### config.mk
export PLATFORM = sky130hd
export DESIGN_NAME = mem_debug_dumper
export DESIGN_NICKNAME = d
export VERILOG_FILES = /design/src/rtl/mem_debug_dumper.sv
export SDC_FILE = /design/constraint.sdc
export NUM_CORES = 1
export LEC_CHECK = 0
export ABC_CLOCK_PERIOD_IN_PS = 2300
export CAP_MARGIN = 20
export CORE_ASPECT_RATIO = 1.4
export CORE_MARGIN = 1.5
export CORE_UTILIZATION = 52
export DETAILED_ROUTE_END_ITERATION = 10
export GPL_TIMING_DRIVEN = 0
export PLACE_DENSITY_LB_ADDON = 0.2
export SLEW_MARGIN = 25
export SYNTH_ARGS = -nofsm -noshare
export SYNTH_HDL_FRONTEND = slang
export SYNTH_SLANG_ARGS = --single-unit
### constraint.sdc
create_clock -name i_clk -period 2.3 [get_ports i_clk]
set_input_delay 0.46 -clock i_clk [delete_from_list [all_inputs] [get_ports i_clk]]
set_output_delay 0.46 -clock i_clk [all_outputs]
set_load 0.05 [all_outputs]
### src/rtl/mem_debug_dumper.sv
// Walks data memory through the debug read port and streams each word
// as NB_BYTE-wide bytes, most-significant byte first, on a valid/ready link.
module mem_debug_dumper #(
  parameter int NB_DEPTH     = 10,
  parameter int RAM_WIDTH    = 32,
  parameter int NB_BYTE      = 8,
  parameter int READ_LATENCY = 1,
  parameter int N_WORDS      = 2**(NB_DEPTH-2)
) (
  input  logic                  i_clk,
  input  logic                  i_rst,
  input  logic                  i_start,
  output logic [NB_DEPTH-3:0]   o_addr_debug,
  output logic                  o_debug_enb,
  input  logic [RAM_WIDTH-1:0]  i_data_debug,
  output logic [NB_BYTE-1:0]    o_tx_data,
  output logic                  o_tx_valid,
  input  logic                  i_tx_ready,
  output logic                  o_busy,
  output logic                  o_done
);

  localparam int AW = NB_DEPTH - 2;
  localparam int LW = (READ_LATENCY > 1) ? $clog2(READ_LATENCY) : 1;
  localparam logic [AW-1:0] LAST_WORD = AW'(N_WORDS - 1);
  localparam logic [LW-1:0] LAT_LOAD  = LW'(READ_LATENCY - 1);

  typedef enum logic [2:0] {
    IDLE,
    ADDR,
    WAIT,
    SEND,
    DONE
  } state_t;

  state_t               state_q, state_d;
  logic [AW-1:0]        word_q, word_d;
  logic [1:0]           byte_q, byte_d;
  logic [LW-1:0]        lat_q, lat_d;
  logic [RAM_WIDTH-1:0] shift_q, shift_d;
  logic                 xfer;

  assign xfer = (state_q == SEND) && i_tx_ready;

  // State and datapath registers, cleared asynchronously so a mid-dump reset aborts at once
  always_ff @(posedge i_clk or posedge i_rst) begin
    if (i_rst) begin
      state_q <= IDLE;
      word_q  <= '0;
      byte_q  <= '0;
      lat_q   <= '0;
      shift_q <= '0;
    end else begin
      state_q <= state_d;
      word_q  <= word_d;
      byte_q  <= byte_d;
      lat_q   <= lat_d;
      shift_q <= shift_d;
    end
  end

  // Next-state and datapath update: address, wait out read latency, then shift out 4 bytes
  always_comb begin
    state_d = state_q;
    word_d  = word_q;
    byte_d  = byte_q;
    lat_d   = lat_q;
    shift_d = shift_q;
    case (state_q)
      IDLE: begin
        if (i_start) begin
          word_d  = '0;
          state_d = ADDR;
        end
      end
      ADDR: begin
        lat_d   = LAT_LOAD;
        state_d = WAIT;
      end
      WAIT: begin
        if (lat_q == '0) begin
          shift_d = i_data_debug;
          byte_d  = '0;
          state_d = SEND;
        end else begin
          lat_d = lat_q - LW'(1);
        end
      end
      SEND: begin
        if (xfer) begin
          shift_d = {shift_q[RAM_WIDTH-NB_BYTE-1:0], {NB_BYTE{1'b0}}};
          byte_d  = byte_q + 2'd1;
          if (byte_q == 2'd3) begin
            // Terminal compare on the last word keeps the counter from ever wrapping
            if (word_q == LAST_WORD) begin
              state_d = DONE;
            end else begin
              word_d  = word_q + AW'(1);
              state_d = ADDR;
            end
          end
        end
      end
      DONE: begin
        state_d = IDLE;
      end
      default: begin
        state_d = IDLE;
      end
    endcase
  end

  // Outputs decode directly from registered state, so reset forces them immediately
  always_comb begin
    o_addr_debug = word_q;
    o_debug_enb  = !((state_q == ADDR) || (state_q == WAIT) || (state_q == SEND));
    o_tx_valid   = (state_q == SEND);
    o_tx_data    = shift_q[RAM_WIDTH-1 -: NB_BYTE];
    o_busy       = (state_q != IDLE);
    o_done       = (state_q == DONE);
  end

endmodule

==> run_results.csv, run 1 <==
group,metric,value,unit
status,status,"complete, but fails checks",
status,violations,"DRC",
drt,drc,4,
synth,synth_top_area_cell,"dfrtp_1",
final_layout,fin_nets,299,
sta,finalHoldViolCount,0,
setup_path,startpoint_type,"register",
final_layout,nFillCells,307,
power_and_ir_drop,p_leak,1.34,nW
placed_design,pre_cts_slack,-3.50,ps
sta,worst_slew_pin_slew,571,ps
placed_design,place_hpwl,3.57,mm
sta,setup_ws,111,ps
floorplan,initial_core_util,54.6,%
sta,fin_crit,2190,ps
placed_design,placed_area,0.00281,mm²
clock_network,cts_buffers,5,
floorplan,core-area,0.00399,mm²
global_route,grt_pass1_vias,1775,
final_layout,register_area,0.00113,mm²
drt,dr_total_vias,1696,
clock_network,cts.sinks,45,
sta,maxSlewHeadroom,61.8,%
synth,syn_avg_cell_area,11.0,µm²
final_layout,layoutNonFillerInstCount,305,
drt,first_pass_iters,8,
floorplan,die_y,79.5,µm
drt,drt_wl_total,4.87,mm
synth,netlist_area,0.00218,mm²
floorplan,row_count,27,
synth,synthDistinctLibCells,39,
global_route,grt_max_degree,24,
setup_path,arrival,1730,ps
synth,syn_nets,236,
global_route,grt_overflow,0,
synth,synth-edff-count,0,
global_route,track_usage,23.9,%
setup_path,r2r-end,"shift_q[12]$_DFFE_PP0P_",
run,max-cap-violations,0,
setup_path,path_class,"reg2out",
drt,drt_iter0_markers,51,
synth,netlist_instances,198,
placed_design,dpl.cell_count,297,
placed_design,routabilityCongestion,0.762,
floorplan,die-width,57.7,µm
sta,whs,487,ps
sta,skew,12.5,ps
power_and_ir_drop,power_density,1070,mW/mm²
global_route,busiest_layer,"met2",
final_layout,syn_to_final_growth,34.8,%
synth,synth-async-reset-ratio,100,%
drt,drt-wirelength-per-cell,16.0,µm
power_and_ir_drop,vdd_drop_max,0.664,mV
clock_network,cts_tree,"done",
setup_path,reg2reg_slack,710,ps
clock_network,path_clk_slew,90,ps
setup_path,endpoint_kind,"output pin",
sta,period_share,95.2,%
sta,setup_viol,0,
global_route,grt_pass1_wl,8.36,mm
synth,synth.top_cells.by_area,"dfrtp_1, mux2i_1, o21ai_0",
global_route,grtUsageMet2,43.6,%
synth,synth_common_cells,"dfrtp_1, nand2_1, mux2i_1",
floorplan,ios,56,
final_layout,diodes,0,
synth,synth.most_common_cell,"dfrtp_1",
worst_hold_path,hold_start,"shift_q[9]$_DFFE_PP0P_",
synth,ys_seq_elements,45,
clock_network,clockBufferDepth,2,
placed_design,io_buffers,55,
synth,synth_flop_cell,"dfrtp_1",
setup_path,crit_fanout,10,
setup_path,r2r_cells,4,
sta,max_freq,457,MHz
power_and_ir_drop,power.total,3.14,mW
final_layout,drive_above_1_share,13.4,%
worst_hold_path,whs_path_depth,2,
floorplan,dieArea,0.00459,mm²
synth,yosys_warnings,0,
final_layout,fin_area,0.00293,mm²
global_route,grtUsageMet3,4.86,%
setup_path,r2r_start,"state_q[1]$_DFFE_PP0P_",
setup_path,critPathRequiredTime,1840,ps
global_route,use_met1,27.3,%
global_route,antenna_found_initial,0,
worst_hold_path,min_to,"shift_q[9]$_DFFE_PP0P_",
synth,yosysSeqAreaShare,51.8,%
clock_network,htree_levels,2,
clock_network,clock_latency,300,ps
sta,rsz0062_at_grt,"false",
worst_hold_path,hp-class,"reg2reg",
synth,synth_top_area_share,51.8,%
sta,slew_violations,0,
final_layout,multi_input_area,908,µm²
drt,post_drt_via_cell_ratio,5.56,
clock_network,cts-root-buf,"clkbuf_8",
drt,antenna_left,0,
## where the power goes
group	internal, mW	leakage, nW	switching [mW]
sequential	1.02	0.595	0.165
clock	0.353	0.0574	0.276
combinational	0.573	0.683	0.749
## state kept, by name, summed over array words and instances (netlist names)
register / flops
byte_q: 2
o_addr_debug: 8
shift_q: 32
state_q: 3
## layout by cell type (no fill, tap or decap), types with 3 or more instances in the layout
cell type	count
nand2_1	28
o21ai_0	22
nand3_1	4
o21ai_1	5
clkdlybuf4s50_1	51
clkbuf_8	6
nor3_1	3
dfrtp_1	45
mux2i_1	24
a22o_1	10
a221o_1	3
nor2_1	4
clkbuf_1	3
and2_1	3
buf_4	12
## routing by layer
layer  part of all wire, %  vias to the layer above
met5                     0                        -
met4                   1.4                        0
met3                   4.6                        7
met2                    54                       37
met1                    40                      819
li1                      -                      833
## final cells by class
cell class | count | share of cell area, %
Tap cell | 43 | 1.83
Clock inverter | 2 | 1.28
Sequential cell | 45 | 38.4
Inverter | 4 | 0.597
Clock buffer | 6 | 2.82
Multi-Input combinational cell | 132 | 31.0
Buffer | 17 | 4.22
Timing Repair Buffer | 56 | 19.9
## logic make-up (layout without fill, tap and decap cells)
group           count (synthesis)  in the layout  synth area share (%)
simple gates                   56             56                  13.3
compound gates                 48             48                  15.3
flops                          45             45                  51.8
mux                            25             25                  11.6
buf+inv                        21             85                  6.50
fa+ha+maj                       2              2                  1.15
xor+xnor                        1              1                 0.403
## worst max path at each step
stage / cells past startpoint / slack (ps) / end / from
global route: 4 / 30 / o_tx_valid / state_q[2]$_DFFE_PP0P_
CTS: 3 / 9 / o_debug_enb / state_q[0]$_DFFE_PP0P_
detailed placement: 4 / -3 / o_tx_valid / state_q[2]$_DFFE_PP0P_
floorplan: 2 / 190 / o_done / state_q[0]$_DFFE_PP0P_
global placement: 2 / -120 / o_addr_debug[0]$_DFFE_PP0P_ / i_rst
finish: 4 / 110 / o_tx_valid / state_q[2]$_DFFE_PP0P_
## worst max-delay path, cell delays in order (launching register included)
cell	delay [ps]
dfrtp_1	430
and2b_1	270
nand2_4	160
inv_4	180
clkdlybuf4s15_2	390
## repair_timing
item / 4_1_cts / 5_1_grt
setup endpoints to repair: 2 / 2
gates resized for setup: 4 / 2
pin swaps: 0 / 0
hold buffers: 0 / 0
setup buffers: 0 / 0
endpoints found under the hold margin: 0 / 0
## metrics by stage
stage	util, %	TNS [ps]
6_report	73.6	0
2_1_floorplan	-	0
3_3_place_gp	69.7	-5110
4_1_cts	73.4	0
5_1_grt	73.6	0
3_5_place_dp	70.4	-3.50
Power figures use the tool's default switching activity.
==> inputs of run 2 (changes only) <==
--- a/config.mk
+++ b/config.mk
@@ -5,7 +5,7 @@
 export SDC_FILE = /design/constraint.sdc
 export NUM_CORES = 1
 export LEC_CHECK = 0
-export ABC_CLOCK_PERIOD_IN_PS = 2300
+export ABC_CLOCK_PERIOD_IN_PS = 2800
 export CAP_MARGIN = 20
 export CORE_ASPECT_RATIO = 1.4
 export CORE_MARGIN = 1.5
@@ -13,6 +13,7 @@
 export DETAILED_ROUTE_END_ITERATION = 10
 export GPL_TIMING_DRIVEN = 0
 export PLACE_DENSITY_LB_ADDON = 0.2
+export SKIP_LAST_GASP = 1
 export SLEW_MARGIN = 25
 export SYNTH_ARGS = -nofsm -noshare
 export SYNTH_HDL_FRONTEND = slang
==> constraint.sdc (replaced) <==
create_clock -name i_clk -period 2.8 [get_ports i_clk]
set_input_delay 0.56 -clock i_clk [delete_from_list [all_inputs] [get_ports i_clk]]
set_output_delay 0.56 -clock i_clk [all_outputs]
set_load 0.05 [all_outputs]
==> run 2 against run 1 <==
The run still ends with DRC left. First-iteration DRC count down 3.9%. Die area stayed put. Register-to-register slack improved by 490 ps. Count of clock-buffer cells in the layout stayed put. Worst hold slack about the same. Via count grew 0.83%. Clock skew about the same. Worst setup slack better by 210 ps. Combinational power decreased by 17%. Global-route usage unchanged. Sequential cell count did not move. Critical endpoint is now o_busy. Largest cell class unchanged. Largest power group unchanged.
==> run_results.csv, run 2 (synthesis results as in run 1) <==
group,metric,value,unit
setup_path,critPathRequiredTime,2240,ps
sta,fin_setup_tns,0,ps
power_and_ir_drop,vdd_drop_max,0.546,mV
global_route,grt_pass1_vias,1775,
drt,antenna_left,0,
sta,finalHoldViolCount,0,
sta,period_share,88.7,%
sta,skew,12.5,ps
drt,post_drt_via_cell_ratio,5.61,
floorplan,row_count,27,
sta,setup_viol,0,
setup_path,startpoint_type,"register",
placed_design,place_hpwl,3.57,mm
clock_network,path_clk_slew,90,ps
status,violations,"DRC",
final_layout,layout_common_cells,"clkdlybuf4s50_1, dfrtp_1, nand2_1, mux2i_1, o21ai_0",
clock_network,clockBufferDepth,2,
final_layout,fin_nets,299,
setup_path,endpoint_kind,"output pin",
setup_path,crit_fanout,7,
drt,drt_iter0_markers,49,
placed_design,dpl.cell_count,297,
clock_network,cts-root-buf,"clkbuf_8",
sta,slew_violations,0,
final_layout,layoutNonFillerInstCount,305,
placed_design,io_buffers,55,
setup_path,critical_path.cell_chain,"nor3_1 -> inv_1 -> clkdlybuf4s50_1",
sta,maxSlewHeadroom,61.7,%
floorplan,core-area,0.00399,mm²
sta,max_freq,403,MHz
setup_path,path_class,"reg2out",
sta,fin_crit,2480,ps
floorplan,ios,56,
setup_path,crit_family,"buffers and inverters",
clock_network,clock_latency,300,ps
final_layout,nFillCells,306,
drt,drt_wl_total,4.88,mm
clock_network,htree_levels,2,
final_layout,drive_above_1_share,13.0,%
power_and_ir_drop,power_density,882,mW/mm²
global_route,antenna_found_initial,0,
sta,worst_slew_pin_slew,572,ps
drt,drc,4,
global_route,track_usage,23.9,%
final_layout,syn_to_final_growth,34.7,%
drt,drt-wirelength-per-cell,16.0,µm
worst_hold_path,hp-class,"reg2reg",
final_layout,register_area,0.00113,mm²
sta,rsz0062_at_grt,"false",
placed_design,routabilityCongestion,0.762,
status,status,"complete, but fails checks",
clock_network,cts_tree,"done",
clock_network,cts_buffers,5,
power_and_ir_drop,p_leak,1.30,nW
floorplan,initial_core_util,54.6,%
setup_path,cp_slowest_cell,"clkdlybuf4s50_1",
final_layout,layout_commonest_cell,"clkdlybuf4s50_1",
sta,setup_ws,317,ps
setup_path,worst-path-buf-inv,2,
placed_design,pre_cts_slack,397,ps
setup_path,arrival,1920,ps
floorplan,dieArea,0.00459,mm²
floorplan,die_y,79.5,µm
final_layout,diodes,0,
final_layout,top_register,"shift_q",
drt,dr_total_vias,1710,
global_route,grt_pass1_wl,8.36,mm
sta,whs,487,ps
global_route,grt_max_degree,24,
run,max-cap-violations,0,
final_layout,largest_reg_flops,32,
drt,first_pass_iters,9,
setup_path,slowest_delay,700,ps
clock_network,cts.sinks,45,
final_layout,multi_input_area,908,µm²
global_route,grt_overflow,0,
clock_network,postCtsSetupBuffers,0,
clock_network,hold_buffers,0,
floorplan,die-width,57.7,µm
-- run 2: cell count changes in the layout (fill, tap and decap cells not counted) --
cell             previous run  this run
clkdlybuf4s50_1            51        54
dlygate4sd2_1               1         0
clkdlybuf4s15_2             1         0
dlymetal6s2s_1              2         1
-- run 2: power by group --
group | total, mW | switching, mW | internal [mW]
Clock | 0.517 | 0.227 | 0.290
Sequential | 0.978 | 0.137 | 0.841
Combinational | 1.09 | 0.617 | 0.472
-- run 2: per-layer routing --
metal  GRT usage, %  vias up  routed length [µm]
met3           4.86        7                 243
met2           43.6       45                2610
li1               -      829                   -
met1           27.3      829                1950
met5              0        -                   0
met4           7.67        0                  68
-- run 2: per-stage QoR --
step	area, µm²	power [mW]	utilization, %
finish	2930	2.58	73.5
detailed placement	2810	2.08	70.4
floorplan	2180	1.75	-
CTS	2930	2.60	73.4
global placement	2780	2.04	69.7
global route	2930	2.74	73.5
-- run 2: worst min-delay path: stages (launching register included) --
cell,delay [ps]
dfrtp_1,350
nand2_1,50
o21ai_0,60
-- run 2: path summary, 6_finish.rpt --
check | start | to | slack (ps) | cells after the start
setup / recovery | state_q[1]$_DFFE_PP0P_ | o_busy | 320 | 3
hold reg to reg | shift_q[9]$_DFFE_PP0P_ | shift_q[9]$_DFFE_PP0P_ | 490 | 2
hold / removal | shift_q[9]$_DFFE_PP0P_ | shift_q[9]$_DFFE_PP0P_ | 490 | 2
setup reg to reg | state_q[1]$_DFFE_PP0P_ | shift_q[12]$_DFFE_PP0P_ | 1200 | 4
max in group asynchronous | i_rst | shift_q[10]$_DFFE_PP0P_ | 1680 | 3
min in group asynchronous | i_rst | shift_q[28]$_DFFE_PP0P_ | 620 | 2
-- run 2: layout make-up --
type | instances | share of cell area, %
clock inverter | 2 | 1.28
clock buffer | 6 | 2.82
tap | 43 | 1.84
sequential | 45 | 38.4
multi-input combinational | 132 | 31.0
timing repair buffer | 56 | 19.8
inverter | 4 | 0.598
buffer | 17 | 4.23
-- run 2: timing repair --
item	in CTS	in global routing
endpoints found under the setup margin	0	1
resized for setup	0	1
endpoints found under the hold margin	0	0
==> inputs of run 3 (changes only) <==
--- a/config.mk
+++ b/config.mk
@@ -8,7 +8,6 @@
 export ABC_CLOCK_PERIOD_IN_PS = 2800
 export CAP_MARGIN = 20
 export CORE_ASPECT_RATIO = 1.4
-export CORE_MARGIN = 1.5
 export CORE_UTILIZATION = 52
 export DETAILED_ROUTE_END_ITERATION = 10
 export GPL_TIMING_DRIVEN = 0
==> run 3 against run 2 <==
The flow still finishes with violations (DRC). Die area decreased by 3.0%. Power down 2.1%. Non-clock buffer count is the same. Combinational power about the same. Worst setup slack worse by 220 ps. Sequential share of layout area rose by 0.25 points. Critical path type unchanged. Critical endpoint is now o_tx_valid. Largest power group unchanged.
==> run_results.csv, run 3 (synthesis results as in run 1) <==
group,metric,value,unit
status,status,"complete, but fails checks",
status,violations,"DRC",
setup_path,crit_fanout,10,
setup_path,critPathRequiredTime,2240,ps
worst_hold_path,hp-class,"reg2reg",
drt,antenna_left,0,
sta,slew_violations,0,
drt,wl_met2,2.43,mm
sta,maxSlewHeadroom,57.1,%
final_layout,diodes,0,
setup_path,startpoint_type,"register",
final_layout,drive_above_1_share,12.6,%
sta,fin_setup_tns,0,ps
sta,fin_crit,2700,ps
global_route,grt_max_degree,27,
final_layout,largest_reg_flops,32,
run,max-cap-violations,0,
setup_path,endpoint_kind,"output pin",
final_layout,fin_area,0.00291,mm²
worst_hold_path,hold_start,"shift_q[26]$_DFFE_PP0P_",
clock_network,cts_buffers,5,
floorplan,ios,56,
final_layout,syn_to_final_growth,33.8,%
final_layout,register_area,0.00113,mm²
worst_hold_path,min_to,"shift_q[26]$_DFFE_PP0P_",
power_and_ir_drop,power.total,2.53,mW
placed_design,routabilityCongestion,0.739,
floorplan,die_y,78.5,µm
floorplan,row_count,27,
worst_hold_path,whs_path_depth,2,
final_layout,layout_common_cells,"clkdlybuf4s50_1, dfrtp_1, nand2_1, mux2i_1, o21ai_0",
final_layout,fin_nets,299,
global_route,grt_pass1_wl,7.63,mm
sta,setup_ws,95.4,ps
placed_design,pre_cts_slack,417,ps
floorplan,core-area,0.00399,mm²
final_layout,top_register,"shift_q",
sta,finalHoldViolCount,0,
setup_path,worst-path-buf-inv,2,
clock_network,post_cts_resized,0,
floorplan,initial_core_util,54.6,%
clock_network,clock_latency,290,ps
setup_path,cp_slowest_cell,"clkdlybuf4s50_1",
setup_path,reg2reg_slack,1220,ps
clock_network,clockBufferDepth,2,
global_route,grt_pass1_vias,1714,
sta,period_share,96.6,%
clock_network,cts.sinks,45,
drt,dr_total_vias,1735,
sta,max_freq,370,MHz
global_route,antenna_found_initial,0,
drt,wl_met3,225,µm
clock_network,htree_levels,2,
sta,worst_slew_pin_slew,642,ps
power_and_ir_drop,p_leak,1.30,nW
drt,drt-wirelength-per-cell,15.3,µm
placed_design,dpl.cell_count,297,
setup_path,r2r_start,"byte_q[0]$_DFFE_PP0P_",
global_route,track_usage,22.3,%
setup_path,r2r-end,"o_addr_debug[7]$_DFFE_PP0P_",
floorplan,die-width,56.7,µm
clock_network,postCtsSetupBuffers,0,
setup_path,crit_family,"buffers and inverters",
power_and_ir_drop,vdd_drop_max,0.471,mV
drt,highest_layer,"met4",
final_layout,nFillCells,311,
drt,first_pass_iters,7,
setup_path,critical_path.cell_chain,"and2b_1 -> nand2_4 -> inv_4 -> clkdlybuf4s50_1",
drt,post_drt_via_cell_ratio,5.71,
clock_network,cts_tree,"done",
setup_path,path_class,"reg2out",
final_layout,layoutNonFillerInstCount,304,
sta,skew,8.00,ps
drt,drc,9,
placed_design,io_buffers,55,
drt,drt_wl_total,4.64,mm
floorplan,dieArea,0.00445,mm²
placed_design,placed_area,0.00281,mm²
final_layout,multi_input_area,908,µm²
clock_network,path_clk_slew,80,ps
setup_path,arrival,2140,ps
sta,setup_viol,0,
power_and_ir_drop,power_density,869,mW/mm²
setup_path,slowest_delay,830,ps
drt,met1_length,1.94,mm
sta,rsz0062_at_grt,"false",
placed_design,place_hpwl,3.42,mm
clock_network,cts-root-buf,"clkbuf_8",
clock_network,hold_buffers,0,
final_layout,layout_commonest_cell,"clkdlybuf4s50_1",
setup_path,r2r_cells,6,
global_route,grt_overflow,0,
drt,drt_iter0_markers,31,
-- run 3: changes by cell type in the layout (fill, tap and decap cells not counted) --
cell             before  now
clkdlybuf4s50_1      54   55
clkinv_2              0    1
clkinvlp_4            1    0
dlymetal6s2s_1        1    0
clkbuf_8              6    5
-- run 3: worst max-delay path by stage --
stage	from	end	slack, ps	cells after the start
2_1_floorplan	state_q[0]$_DFFE_PP0P_	o_done	590	2
3_3_place_gp	i_rst	shift_q[16]$_DFFE_PP0P_	260	2
3_5_place_dp	state_q[2]$_DFFE_PP0P_	o_tx_valid	420	4
4_1_cts	state_q[2]$_DFFE_PP0P_	o_tx_valid	90	4
5_1_grt	state_q[2]$_DFFE_PP0P_	o_tx_valid	40	4
6_report	state_q[2]$_DFFE_PP0P_	o_tx_valid	100	4
-- run 3: report_power, final --
part	switching, mW	leakage, nW	internal (mW)
Clock	0.213	0.0540	0.259
Sequential	0.130	0.595	0.841
Combinational	0.614	0.646	0.472
-- run 3: metrics by stage --
step	utilization, %	hold slack [ps]
3_3_place_gp	69.7	460
3_5_place_dp	70.4	471
5_1_grt	73.0	513
4_1_cts	73.0	489
6_report	73.0	486
2_1_floorplan	-	449
-- run 3: routing by layer --
metal | track usage, % | vias to the layer above
li1 | - | 829
met1 | 24.0 | 860
met2 | 42.5 | 41
met3 | 5.11 | 5
met4 | 6.75 | 0
met5 | 0 | -
-- run 3: cell type report --
type / count / share of cell area, %
flip-flops and latches: 45 / 38.7
multi-input cells: 132 / 31.2
repair buffers: 56 / 19.9
plain buffers: 17 / 4.25
clock buffers: 5 / 2.36
well taps: 43 / 1.85
clock inverters: 2 / 1.20
inverters: 4 / 0.602
-- run 3: tightest hold or removal path, delay by kind of cell (launching register included) --
family,cells,cell delay [ps]
flip-flops,1,350
AO/OA/AOI/OAI,1,60
AND/OR/NAND/NOR,1,40
==> patch 1, RTL diff (settings of run 3) <==
The parameter `RAM_WIDTH` goes from 32 to 16.
--- a/src/rtl/mem_debug_dumper.sv
+++ b/src/rtl/mem_debug_dumper.sv
@@ -4,3 +4,3 @@
   parameter int NB_DEPTH     = 10,
-  parameter int RAM_WIDTH    = 32,
+  parameter int RAM_WIDTH    = 16,
   parameter int NB_BYTE      = 8,
Ports: changed (resized i_data_debug); port bits go from 56 to 40. The function was not compared with the original's and may differ.
==> patch 1 against run 3 <==
Die area shrank 32%; final cell count shrank 23%; utilization grew 1.7 points; final area shrank 32%; area after synthesis shrank 33%; non-clock buffer count shrank 20; worst setup slack gained 0.099 ns; sequential cell count shrank 16; count of clock-buffer cells in the layout grew 2; wire length shrank 22%; power shrank 25%; clock power shrank 37%; critical path type unchanged; critical endpoint unchanged.
==> patch 1: results (changes against run 3) <==
Outcome
  – Result of the run: finished clean

Global routing
  – Global-route usage over all layers: 0.287 (+0.0636)
  – Number of global-route vias before repair: 1446 (-16%)
  – Largest net degree at the start of global routing: 30 (+11%)
  – Met2 GRT Util: 0.505 (+0.0802)
  – Met3 Resource Use GR: 0.0780 (+0.0269)
  – Met1 track demand over resource: 0.299 (+0.0596)
  – Global-route wire length before repair: 6.16 mm (-19%)

Synthesis
  – Number of nets produced by synthesis: 172 (-27%)
  – Area fraction in compound gates after synthesis: 0.207 (+0.0542)
  – Synth Instances: 150 (-24%)
  – Post-synth cell types: 36 (-7.7%)
  – Post-synthesis sequential element count: 29 (-36%)
  – Most used standard cells in the synthesized netlist: 29 x dfrtp_1, 14 x nand2_1, 13 x o21ai_1
  – Register area share after synthesis: 0.494 (-0.0231)
  – Top post-synthesis cells by area: dfrtp_1 49%, a22o_1 4.8%, o21ai_1 4.4%
  – Share of synthesized area spent on multiplexers: 0 (-0.116)

Final layout
  – Number of multi-input combinational cells: 103 (-22%)
  – Fraction of layout instances using a drive strength above 1: 0.132 (+0.00554)
  – Relative area of non-clock buffer cells in the final design: 0.246 (+0.00464)
  – Finished Layout Cells: 233 (-23%)
  – Proportion of cell area spent on the clock network: 0.0355 (-0.000203)

Drt
  – Met3 wire len: 138 µm (-39%)
  – Routed WL: 3.64 mm (-22%)
  – Number of vias after detailed routing: 1329 (-23%)
  – Wl on met1: 1.40 mm (-28%)

Critical path
  – Maximum fanout along the worst path: 7 (-3)
  – Worst reg-to-reg setup slack: 1.00 ns (-0.22 ns)
  – CP peak stage delay: 0.81 ns (-0.02 ns)
  – R2r endpoint: o_addr_debug[4]
  – Startpoint of the worst register-to-register path: o_addr_debug[0]

Timing
  – Transition at the pin with the smallest max-transition slack: 0.601 ns (-0.0404 ns)
  – Clock tree skew after final layout: 0.0161 ns (+0.00813 ns)

Placed design
  – Post-DP Area: 1900 µm² (-32%)
  – GP Congestion: 0.785 (+6.2%)
  – HPWL reported at the end of detailed placement: 2.60 mm (-24%)
  – Post-placement setup slack: 0.416 ns (-0.000541 ns)

Power
  – PwrDens: 966 nW/µm² (+11%)
  – Leakage power total: 0.000901 µW (-30%)
  – IR drop worst, VDD: 637 µV (+35%)

Worst hold path
  – Worst hold path startpoint: shift_q[11]
  – Worst-case hold path end point: shift_q[11]

CTS
  – Skew-Pair Late Insertion Delay: 0.34 ns (+0.05 ns)
  – Buffer type at the clock tree root: clkbuf_4
## patch 1: cell count changes after synthesis, sizes merged, moves of 5 or more
cell	delta
a21oi	+11
a31oi	+5
and3	+10
dfrtp	-16
mux2i	-24
nand2	-14
o21ai	-14
## patch 1: cell families (layout without fill, tap and decap cells)
group,Yosys count,count (layout)
AND/OR/NAND/NOR,54,54
buffers and inverters,18,65
AO/OA/AOI/OAI,47,47
adder cells (fa/ha/maj),2,2
flip-flops,29,29
## patch 1: what timing repair did
| item | 4_1_cts | 5_1_grt |
|---|---|---|
| setup buffers | 0 | 0 |
| hold buffers | 0 | 0 |
| endpoints found under the setup margin | 0 | 1 |
| gates resized for setup | 0 | 1 |
## patch 1: power by group
group / total (µW) / internal (µW) / switching [µW]
registers: 659 / 544 / 115
clock network: 295 / 145 / 149
logic: 955 / 380 / 575
==> patch 2, RTL diff (settings of run 3) <==
Without the edit above. Make the reset (`i_rst`) synchronous in one clocked block. Comments in the files are not updated.
--- a/src/rtl/mem_debug_dumper.sv
+++ b/src/rtl/mem_debug_dumper.sv
@@ -45,3 +45,3 @@
   // State and datapath registers, cleared asynchronously so a mid-dump reset aborts at once
-  always_ff @(posedge i_clk or posedge i_rst) begin
+  always_ff @(posedge i_clk) begin
     if (i_rst) begin
Function: differs if i_rst is asserted again (counterexample within 4 cycles, from zero or initial values and one cycle with i_rst high); with i_rst held inactive, the same outputs for 10 cycles.
==> patch 2 against run 3 <==
Hold slack worse by 0.027 ns; sequential share of layout area shrank 5.6 points; non-clock buffer count increased by 9; worst setup slack better by 0.070 ns; final area shrank 6.4%; area after synthesis fell by 7.1%; fmax is 2.6% higher; sequential cell count stayed put; wire length is 2.8% lower; global-route usage rose by 1.4 points; critical path type unchanged; highest routed layer unchanged.
Power is not compared: it rests on default switching activity, and its combinational part moved more than twofold at a synthesized area within 25%.
==> patch 2: results (changes against run 3) <==
Outcome
  – Result of the run: finished clean

CTS
  – Number of buffers created by CTS: 5 (unchanged)
  – Max clock buf depth: 2 (unchanged)
  – Skew-Pair Late Insertion Delay: 0.29 ns (about the same)
  – Buffer type at the clock tree root: clkbuf_8
  – Clock slew seen by the registers of the worst setup and hold paths: ~0.070 ns
  – Post-CTS Setup Inserts: 0 (unchanged)
  – Post-CTS sizing: 0 (unchanged)

Drt
  – Average detailed-routed wire length per instance: 12.8 µm (-16%)
  – Number of vias after detailed routing: 1943 (+12%)
  – Initial DRC count: 33 (+6.5%)
  – Drt pass-1 iters: 5 (-2)

Critical path
  – Arrival time worst endpoint: 2.07 ns (-0.07 ns)
  – R2r endpoint: o_addr_debug[5]
  – Launching instance or port of the critical path: state_q[0]
  – Worst reg-to-reg setup slack: 1.08 ns (-0.14 ns)
  – Startpoint of the worst register-to-register path: o_addr_debug[0]

Worst hold path
  – Worst-case hold path end point: byte_q[1]
  – HP Class: flip-flop to flip-flop
  – Hold Path Depth: 2 (unchanged)
  – Worst hold path startpoint: byte_q[1]

Timing
  – Slew HR: 0.668 (+0.0975)
  – Final setup violation count: 0 (unchanged)
  – Clock tree skew after final layout: 0.00739 ns (-0.000608 ns)

Power
  – Internal power component: between 1000 and 1500 µW
  – Comb group: 290 µW
  – PwrDens: just over 500 nW/µm²

Final layout
  – Filler Cells Inserted: 296 (-4.8%)
  – Fraction of layout instances using a drive strength above 1: 0.119 (-0.00708)
  – NumNets Final: 347 (+16%)
  – Flip-flop count of the largest register, all copies and words added: 32 (unchanged)

Global routing
  – Global-route wire length before repair: 7.19 mm (-5.8%)
  – Global-route usage over all layers: 0.237 (+0.0139)
  – Largest net degree at the start of global routing: 14 (-48%)
  – Number of global-route vias before repair: 1659 (-3.2%)
  – Initial antenna violation count: 0 (unchanged)

Synthesis
  – Flip-flop cell with the highest count after synthesis: dfxtp_1
  – Post-synth cell types: 35 (-10%)
  – Most used standard cells in the synthesized netlist: 55 x nand2_1, 45 x dfxtp_1, 27 x a31oi_1, 27 x nand3_1, 12 x nor2_1
  – Yosys warnings: 0 (unchanged)
  – Top post-synthesis cells by area: dfxtp_1 45%, nand2_1 10%, a31oi_1 8.4%
  – Number of nets produced by synthesis: 285 (+21%)
  – Post-synthesis async set-or-reset flop share: 0 (-1.00)
  – Register area share after synthesis: 0.446 (-0.0720)

Placed design
  – HPWL reported at the end of detailed placement: 3.39 mm (-1.1%)
  – GP Congestion: 0.748 (+1.3%)
## patch 2: worst max path at each step
stage,depth (start not counted),end
after floorplan,6,o_addr_debug[6]
after global placement,4,o_debug_enb
after detailed placement,4,o_debug_enb
after CTS,4,o_debug_enb
after global routing,4,o_debug_enb
final,4,o_debug_enb
## patch 2: cell families (layout without fill, tap and decap cells)
kind of cell | count (synthesis) | after routing | synth area share
simple gates | 118 | 118 | 0.278
flops | 45 | 45 | 0.446
buf+inv | 29 | 92 | 0.0792
fa+ha+maj | 2 | 2 | 0.0124
mux | 1 | 1 | 0.00495
compound gates | 52 | 52 | 0.180
## patch 2: through the flow
stage	total power (µW)	area [µm²]	hold slack, ns	std cells	worst slack [ns]
2_1_floorplan	890	2020	0.436	247	0.937
6_report	1420	2730	0.458	352	0.165
3_3_place_gp	999	2630	0.444	344	0.465
3_5_place_dp	1000	2630	0.451	344	0.464
4_1_cts	1430	2730	0.461	352	0.136
5_1_grt	1490	2730	0.493	352	0.0694
## patch 2: area by class of cell
cell class / instances / share of cell area
Clock buffer: 7 / 0.0353
Clock inverter: 1 / 0.00184
Multi-Input combinational cell: 173 / 0.352
Buffer: 27 / 0.0560
Tap cell: 42 / 0.0193
Sequential cell: 45 / 0.330
Inverter: 2 / 0.00275
Timing Repair Buffer: 55 / 0.202
## patch 2: per-layer routing
layer  routed length [µm]  up-vias  track usage
li1                     -      993            -
met1                 1800      900        0.238
met2                 2440       46        0.456
met3                  234        4       0.0679
met4                   39        0       0.0598
met5                    0        -            0
## patch 2: critical path, stage by stage, from the launching register on
cell and delay (ns):
dfxtp_1 0.46, buf_2 0.27, nor2_1 0.09, or2_2 0.28, clkdlybuf4s50_1 0.70
